$ cat config.mk
export PLATFORM = sky130hd
export DESIGN_NAME = hazard_control_unit
export DESIGN_NICKNAME = d
export VERILOG_FILES = /design/src/rtl/hazard_pkg.sv /design/src/rtl/hazard_control_unit_forward_select.sv /design/src/rtl/hazard_control_unit.sv
export SDC_FILE = /design/constraint.sdc
export NUM_CORES = 1
export LEC_CHECK = 0
export BUFFER_PORTS_ARGS = -buffer_cell sky130_fd_sc_hd__clkbuf_2
export CAP_MARGIN = 20
export CORE_UTILIZATION = 32
export DETAILED_ROUTE_END_ITERATION = 12
export PLACE_DENSITY = 0.61
export RECOVER_POWER = 50
export SLEW_MARGIN = 40
export SYNTH_ARGS = -nofsm -noshare
export SYNTH_HDL_FRONTEND = slang
export SYNTH_SLANG_ARGS = --single-unit
export TNS_END_PERCENT = 1
$ cat constraint.sdc
create_clock -name clock -period 3.3 [get_ports clock]
set_input_delay 0.165 -clock clock [delete_from_list [all_inputs] [get_ports clock]]
set_output_delay 0.165 -clock clock [all_outputs]
set_load 0.02 [all_outputs]
$ cat src/rtl/hazard_pkg.sv
// -----------------------------------------------------------------------------
// hazard_pkg
// Types and constants shared by the hazard control unit and its forwarding
// sub-module.
//   hcu_state_t  : control FSM states (RUN, STALL, FLUSH)
//   FWD_*        : operand forward select codes
//   STALL_CNT_W  : width of the internal load-latency counter. LOAD_LAT is
//                  at most 7, so LOAD_LAT-1 fits in 3 bits.
// Optional feature macro used by the clients: HAZARD_FORWARD_EN
// -----------------------------------------------------------------------------
package hazard_pkg;

  typedef enum logic [1:0] {
    RUN   = 2'b00,
    STALL = 2'b01,
    FLUSH = 2'b10
  } hcu_state_t;

  localparam logic [1:0] FWD_NONE = 2'b00;  // operand from the register file
  localparam logic [1:0] FWD_EX   = 2'b01;  // operand from the EX-stage result
  localparam logic [1:0] FWD_MEM  = 2'b10;  // operand from the MEM-stage result

  localparam int unsigned STALL_CNT_W = 3;

endpackage : hazard_pkg

$ cat src/rtl/hazard_control_unit_forward_select.sv
// -----------------------------------------------------------------------------
// forward_select
// Purely combinational operand-forwarding selector for the instruction in ID.
// Only instantiated when HAZARD_FORWARD_EN is defined.
// Ports:
//   id_rs1/id_rs2, id_use_rs1/id_use_rs2 : ID source registers and read flags
//   ex_rd, ex_memread, ex_regwrite       : EX-stage destination info
//   mem_rd, mem_regwrite                 : MEM-stage destination info
//   fwd_a, fwd_b                         : forward select (FWD_NONE/EX/MEM)
// -----------------------------------------------------------------------------
module forward_select
  import hazard_pkg::*;
#(
  parameter int unsigned REG_AW = 5
) (
  input  logic [REG_AW-1:0] id_rs1,
  input  logic [REG_AW-1:0] id_rs2,
  input  logic              id_use_rs1,
  input  logic              id_use_rs2,
  input  logic [REG_AW-1:0] ex_rd,
  input  logic              ex_memread,
  input  logic              ex_regwrite,
  input  logic [REG_AW-1:0] mem_rd,
  input  logic              mem_regwrite,
  output logic [1:0]        fwd_a,
  output logic [1:0]        fwd_b
);

  // A load in EX has no result yet, so it is never a forwarding source; the
  // load-use stall covers that case. The younger (EX) producer wins over MEM.
  function automatic logic [1:0] pick(input logic              use_src,
                                      input logic [REG_AW-1:0] rs);
    logic [1:0] sel;
    sel = FWD_NONE;
    if (use_src && ex_regwrite && !ex_memread &&
        (rs == ex_rd) && (ex_rd != '0)) begin
      sel = FWD_EX;
    end else if (use_src && mem_regwrite &&
                 (rs == mem_rd) && (mem_rd != '0)) begin
      sel = FWD_MEM;
    end
    return sel;
  endfunction

  always_comb begin
    fwd_a = pick(id_use_rs1, id_rs1);
    fwd_b = pick(id_use_rs2, id_rs2);
  end

endmodule : forward_select

$ cat src/rtl/hazard_control_unit.sv
// -----------------------------------------------------------------------------
// hazard_control_unit
// Pipeline hazard detection and control for a classic 5-stage pipeline.
// Detects load-use hazards (stalling LOAD_LAT cycles), squashes the fetched
// instruction on a taken branch/jump, and counts stalled cycles.
//
// Optional feature macro: HAZARD_FORWARD_EN
//   defined   : forward_select is instantiated and fwd_a/fwd_b are ports;
//               ALU-result dependencies are resolved by forwarding.
//   undefined : no forwarding ports; any regwrite dependency on EX or MEM
//               causes a one-cycle stall.
//
// Ports:
//   clock, reset (async, active-high)
//   id_rs1/id_rs2, id_use_rs1/id_use_rs2 : ID-stage sources
//   ex_rd, ex_memread, ex_regwrite       : EX-stage destination info
//   mem_rd, mem_regwrite                 : MEM-stage destination info
//   ex_branch_taken                      : taken branch/jump resolved in EX
//   pc_write, if_id_write                : PC / IF-ID write enables
//   id_ex_bubble, if_id_flush            : NOP into ID/EX, clear IF/ID
//   stall_count                          : saturating stalled-cycle count
//   fwd_a, fwd_b                         : forward selects (feature only)
// -----------------------------------------------------------------------------
module hazard_control_unit
  import hazard_pkg::*;
#(
  parameter int unsigned REG_AW   = 5,
  parameter int unsigned LOAD_LAT = 1,
  parameter int unsigned CNT_W    = 16
) (
  input  logic              clock,
  input  logic              reset,
  input  logic [REG_AW-1:0] id_rs1,
  input  logic [REG_AW-1:0] id_rs2,
  input  logic              id_use_rs1,
  input  logic              id_use_rs2,
  input  logic [REG_AW-1:0] ex_rd,
  input  logic              ex_memread,
  input  logic              ex_regwrite,
  input  logic [REG_AW-1:0] mem_rd,
  input  logic              mem_regwrite,
  input  logic              ex_branch_taken,
  output logic              pc_write,
  output logic              if_id_write,
  output logic              id_ex_bubble,
  output logic              if_id_flush,
  output logic [CNT_W-1:0]  stall_count
`ifdef HAZARD_FORWARD_EN
  ,
  output logic [1:0]        fwd_a,
  output logic [1:0]        fwd_b
`endif
);

  localparam logic [STALL_CNT_W-1:0] LAT_RELOAD = STALL_CNT_W'(LOAD_LAT - 1);

  hcu_state_t             state_q, state_d;
  logic [STALL_CNT_W-1:0] cnt_q, cnt_d;
  logic [CNT_W-1:0]       stall_count_q, stall_count_d;

  logic load_use;
  logic raw_hazard;

  // A source depends on a stage when it is actually read, names the stage's
  // destination, and that destination is not the hard-wired zero register.
  function automatic logic src_match(input logic              use_src,
                                     input logic [REG_AW-1:0] rs,
                                     input logic [REG_AW-1:0] rd);
    return use_src && (rs == rd) && (rd != '0);
  endfunction

  assign load_use = ex_memread &&
                    (src_match(id_use_rs1, id_rs1, ex_rd) ||
                     src_match(id_use_rs2, id_rs2, ex_rd));

`ifdef HAZARD_FORWARD_EN
  logic [1:0] fwd_a_sel, fwd_b_sel;

  forward_select #(
    .REG_AW (REG_AW)
  ) u_forward_select (
    .id_rs1       (id_rs1),
    .id_rs2       (id_rs2),
    .id_use_rs1   (id_use_rs1),
    .id_use_rs2   (id_use_rs2),
    .ex_rd        (ex_rd),
    .ex_memread   (ex_memread),
    .ex_regwrite  (ex_regwrite),
    .mem_rd       (mem_rd),
    .mem_regwrite (mem_regwrite),
    .fwd_a        (fwd_a_sel),
    .fwd_b        (fwd_b_sel)
  );

  // Selects read as "no forward" while reset is held.
  assign fwd_a = reset ? FWD_NONE : fwd_a_sel;
  assign fwd_b = reset ? FWD_NONE : fwd_b_sel;

  // Forwarding resolves every non-load dependency.
  assign raw_hazard = 1'b0;
`else
  // Without forwarding, any pending write to a source must drain first.
  assign raw_hazard =
      (ex_regwrite  && (src_match(id_use_rs1, id_rs1, ex_rd) ||
                        src_match(id_use_rs2, id_rs2, ex_rd))) ||
      (mem_regwrite && (src_match(id_use_rs1, id_rs1, mem_rd) ||
                        src_match(id_use_rs2, id_rs2, mem_rd)));
`endif

  // Next-state and control outputs.
  always_comb begin
    state_d      = state_q;
    cnt_d        = cnt_q;
    pc_write     = 1'b1;
    if_id_write  = 1'b1;
    id_ex_bubble = 1'b0;
    if_id_flush  = 1'b0;

    unique case (state_q)
      RUN: begin
        if (ex_branch_taken) begin
          // Branch wins over any hazard on the (wrong-path) ID instruction.
          if_id_flush  = 1'b1;
          id_ex_bubble = 1'b1;
          state_d      = FLUSH;
        end else if (load_use || raw_hazard) begin
          pc_write     = 1'b0;
          if_id_write  = 1'b0;
          id_ex_bubble = 1'b1;
          // This cycle is the first stall cycle; STALL covers the rest.
          if (load_use && (LOAD_LAT > 1)) begin
            state_d = STALL;
            cnt_d   = LAT_RELOAD;
          end
        end
      end

      STALL: begin
        if (ex_branch_taken) begin
          if_id_flush  = 1'b1;
          id_ex_bubble = 1'b1;
          state_d      = FLUSH;
          cnt_d        = '0;
        end else begin
          pc_write     = 1'b0;
          if_id_write  = 1'b0;
          id_ex_bubble = 1'b1;
          if (cnt_q <= STALL_CNT_W'(1)) begin
            state_d = RUN;
            cnt_d   = '0;
          end else begin
            cnt_d = cnt_q - 1'b1;
          end
        end
      end

      FLUSH: begin
        // The ID instruction is on the squashed path, so its hazards are
        // irrelevant; keep it out of the pipe for one more cycle.
        if_id_flush  = 1'b1;
        id_ex_bubble = 1'b1;
        state_d      = RUN;
      end

      default: begin
        state_d = RUN;
        cnt_d   = '0;
      end
    endcase
  end

  // Saturating stalled-cycle counter.
  always_comb begin
    stall_count_d = stall_count_q;
    if (!pc_write && (stall_count_q != '1)) begin
      stall_count_d = stall_count_q + 1'b1;
    end
  end

  always_ff @(posedge clock or posedge reset) begin
    if (reset) begin
      state_q       <= RUN;
      cnt_q         <= '0;
      stall_count_q <= '0;
    end else begin
      state_q       <= state_d;
      cnt_q         <= cnt_d;
      stall_count_q <= stall_count_d;
    end
  end

  assign stall_count = stall_count_q;

endmodule : hazard_control_unit

# Word-level counts from Yosys, hierarchy flattened
# Index checks and enable logic that the tools add are counted.
# Widths: inputs -> output; s select.
[word_totals]
wordCells = 54
output_inout_bits = 20
regBits = 21
inputBits = 28
[classes]
muxes = 15
order_cmp = 1
reduce_logical = 24
n_addsub = 2
n_eq_ne = 9
[op_table]
columns = ["cell", "count"]
rows = [
  ["$eq 5x5->1", 4],
  ["$add 16x1->16 const B", 1],
  ["$ne 16x16->1 const B", 1],
  ["$logic_and 1x1->1", 12],
  ["$reduce_bool 5->1", 2],
  ["$mux 2", 3],
  ["$mux 3", 2],
  ["$pmux 1 s2", 3],
  ["$pmux 3 s2", 1],
  ["$reduce_or 2->1", 3],
  ["$mux 1", 5],
  ["$logic_or 1x1->1", 4],
  ["$pmux 2 s2", 1],
  ["$le 3x1->1 const B", 1],
  ["$ne 3x3->1 const B", 1],
  ["$sub 3x1->3 const B", 1],
  ["$eq 2x1->1 const B", 1],
  ["$eq 2x2->1 const B", 1],
  ["$logic_not 2->1", 1],
  ["$ne 2x2->1 const B", 1],
  ["$reduce_and 2->1", 1],
  ["$logic_not 1->1", 1],
]

# Longest topological paths before layout
[depth]
ltp_word = 12
depth_mapped = 7
ltp_nobuf = 6

# Worst setup path before layout
# No wires, ideal clock.
[synth_timing]
path_type = "reg2reg"
startpoint = "reg stall_count_q[8], in the netlist stall_count[8]"
endpoint = "reg stall_count_q[1], in the netlist stall_count[1]"
path_buffers = 0
synth_period_minus_slack_ns = 2.024
arrival_time_ns = 1.899
stages_incl_launch_ff = 7
required_time_ns = 3.175
setup_time_ns = 0.125
setup_slack_ns = 1.276
path_cell_list = "dfrtp_1 > and3_1 > and2_1 > and3_1 > and3_1 > a311oi_2 > mux2_4"
[synth_between]
elab_chain_cells = 2
[synth_rtl]
columns = ["item", "line_no", "text"]
rows = [
  ["start, declared", "hazard_control_unit.sv:59", "logic [CNT_W-1:0] stall_count_q, stall_count_d;"],
  ["start signal, assigned", "hazard_control_unit.sv:188", "stall_count_q <= stall_count_d;"],
  ["$ne 16x16->1", "hazard_control_unit.sv:175", "if (!pc_write && (stall_count_q != '1)) begin"],
  ["$logic_and 1x1->1", "hazard_control_unit.sv:175", ""],
]
# Every way passes these cells.
# A chain may end at the register's enable or synchronous reset.

# Worst setup path after layout
[layout_timing]
startpoint = "reg stall_count_q[2], in the netlist stall_count[2]"
endpoint = "reg stall_count_q[12], in the netlist stall_count[12]"
[layout_between]
elab_chain_cells = 2
elab_cells_between_ends = 3
cone_classes = "add/sub: 1; eq/ne: 1; reduce/logical: 1"
[layout_rtl]
columns = ["item"]
rows = [
  ["branches (longest 2 deep; another with $add 16x1->16)"],
]
# Parallel ways; which one is timed is not known.

==> out/metrics.cfg <==
[status]
outcome = finished with violations
violations = hold timing

[detailed_routing]
post_drt_wl_per_cell_um = 12.7
wirelength_um = 2660
first_pass_iters = 4
drtIter0Drc = 34
via_per_inst = 4.92
postRouteAntennaNets = 0
num_vias = 1033
drc = 0

[final_layout]
seqCellArea_um2 = 425
instances_no_fill = 210
multiInputGateArea_um2 = 718
post-route-util = 0.430
fillCellCount = 363
area_growth_pct = 24.8
antennaDiodeCount = 0
drive_gt1_frac = 0.323
nets = 194

[timing]
finalCritPeriodShare = 0.659
max_freq_mhz = 460
whs_ns = -0.0196
tightest_slew_ns = 0.661
setup_viol = 0
setup_ws_ns = 1.13
maxSlewViolCount = 0
min_period_ns = 2.17
rsz0062_at_grt = no
slew_headroom = 0.559
hold_violations = 17
tns_ns = 0
finClkSkew_ns = 0.00707

[die]
std_cell_rows = 21
boundaryPins = 48
die_h_um = 62.9
dieWidth_um = 62.9
core-area_um2 = 3440
start_util = 0.344
die_area_um2 = 3950

[clock_tree]
htree_levels = 1
postCtsSetupRepairBufs = 0
clockBufferDepth = 2
cts_root_buf = clkbuf_8
cts_resized = 0
cts_sinks = 17
worstSkewPairLatency_ns = 0.25
clkTransAtPathRegs_ns = 0.07
cts-buffers-inserted = 3
hold_buffers = 0
cts_tree = done

[grt]
grt_usage = 0.143
grt_overflow = 0
grt_pass1_vias = 1079
grt_pass1_wl_um = 4570
grt_max_degree = 18
antenna_found_initial = 0

[synthesis]
yosysUniqueCellTypes = 27
yosys_warnings = 0
syn_area_per_cell_um2 = 10.1
postSynthCellCount = 117
syn_area_um2 = 1180
ys_ff_latch = 17
yosysSeqAreaShare = 0.359
synth.net_count = 146

[worst_setup_path]
criticalPathCategory = flop to flop
arrival_ns = 2.29
crit_path_end_kind = flop
cp.required_ns = 3.42
crit_path_max_fanout = 14
rr_worst_depth = 6
critPathLaunchType = flop

[placed_design]
post-place-cells = 206
place_congestion = 0.969
portBuffers = 47
place_hpwl_um = 2130
place_ws_ns = 1.10

[pwr]
seqPwrFrac = 0.447
peakVddDrop_v = 0.000178
p_int_uw = 370
leakage_uw = 0.000715
fin_total_pwr_uw = 544
comb_power_share = 0.272
swShare = 0.320
pwr-share-clk = 0.280
p_sw_uw = 174
power_density_nw_per_um2 = 368

[hold_path]
hp-class = input pin to async pin

[job]
cap_violations = 0

==> cell usage in the layout, fill, tap and decap left out <==
cell type and instances:
dfrtp_1 17, clkbuf_1 9, clkbuf_2 38, and4_1 1, a311oi_2 1, mux2_4 1
nor3_2 8, xor2_1 15, o22a_1 1, a41o_1 1, and3_1 5, nand3_1 5
nand4_1 6, nor3b_1 2, nand2_1 11, ha_1 1, nor3_1 5, clkbuf_8 3
a32oi_4 1, inv_1 2, xnor2_1 20, nor2_1 2, clkinv_2 1, nor2b_1 1
o22ai_1 2, nand2b_1 1, and2_1 3, or4_1 1
==> sequential cells by signal, summed over array words and instances, names as in the netlist <==
name / count
stall_count: 16
state_q: 1
==> layer usage <==
layer	part of all wire	up-vias	track usage	wire [um]
met3	0.057	4	0.0182	152
li1	-	501	-	-
met4	0.014	0	0.0465	37
met1	0.44	487	0.167	1180
met2	0.49	41	0.268	1290
met5	0	-	0	0
==> metrics by stage <==
stage / cell area [um2] / hold WS [ns]
after floorplan: 1180 / 0.0911
after global placement: 1440 / 0.261
after detailed placement: 1440 / 0.280
after CTS: 1490 / 0.00683
after global routing: 1480 / 0.0320
final: 1480 / -0.0196
==> synthesized netlist by cell type <==
library cell	number	area (um2)
xnor2_1	20	175
dfrtp_1	17	425
xor2_1	15	131
nand2_1	11	41.3
nor3_2	8	80.1
nand4_1	6	37.5
and3_1	5	31.3
nand3_1	5	25.0
nor3_1	5	25.0
and2_1	3	18.8
buf_6	2	22.5
inv_1	2	7.51
nor2_1	2	7.51
nor3b_1	2	15.0
o22ai_1	2	12.5
a311oi_2	1	15.0
a32oi_4	1	27.5
a41o_1	1	10.0
and4_1	1	8.76
buf_4	1	7.51
clkbuf_1	1	3.75
ha_1	1	12.5
mux2_4	1	15.0
nand2b_1	1	6.26
nor2b_1	1	6.26
o22a_1	1	8.76
or4_1	1	7.51
==> worst paths after layout <==
path | start | end | slack (ns)
worst max-delay path | stall_count[2] | stall_count[12] | 1.13
worst min-delay path | reset | stall_count[1] | -0.02
worst max register to register | stall_count[2] | stall_count[12] | 1.13
worst min register to register | state_q[1] | state_q[1] | 0.45
max in group asynchronous | reset | stall_count[12] | 2.90
min in group clock | ex_branch_taken | state_q[1] | 0.16
==> logic make-up (layout without fill, tap and decap cells) <==
logic type	count (synthesis)	in the layout	synth area share
AOI/OAI and AO/OA	6	6	0.0623
buffers and inverters	6	53	0.0348
DFF	17	17	0.359
and+or+nand+nor	51	51	0.262
xor gates and xnor gates	35	35	0.259
adders and majority gates	1	1	0.0106
muxes	1	1	0.0127
==> layout make-up <==
type,count,share of cell area
timing repair buffer,47,0.151
clock buffer,3,0.0279
sequential,17,0.288
clock inverter,1,0.00338
multi-input combinational,94,0.486
inverter,2,0.00508
tap,46,0.0389
==> power groups by stage <==
stage               Clock [uW]  Sequential (uW)  Combinational, uW
floorplan                    0              263               77.7
global route               166              246                164
global placement             0              246                149
finish                     153              244                148
detailed placement           0              248                152
CTS                        158              244                153
==> critical path, cell delays in order (launching register included) <==
cell and delay [ns]:
dfrtp_1 0.43, and3_1 0.21, and2_1 0.18, and4_1 0.31, a41o_1 0.60, nor3_1 0.14, xor2_1 0.18
(Power assumes the default switching activity.)
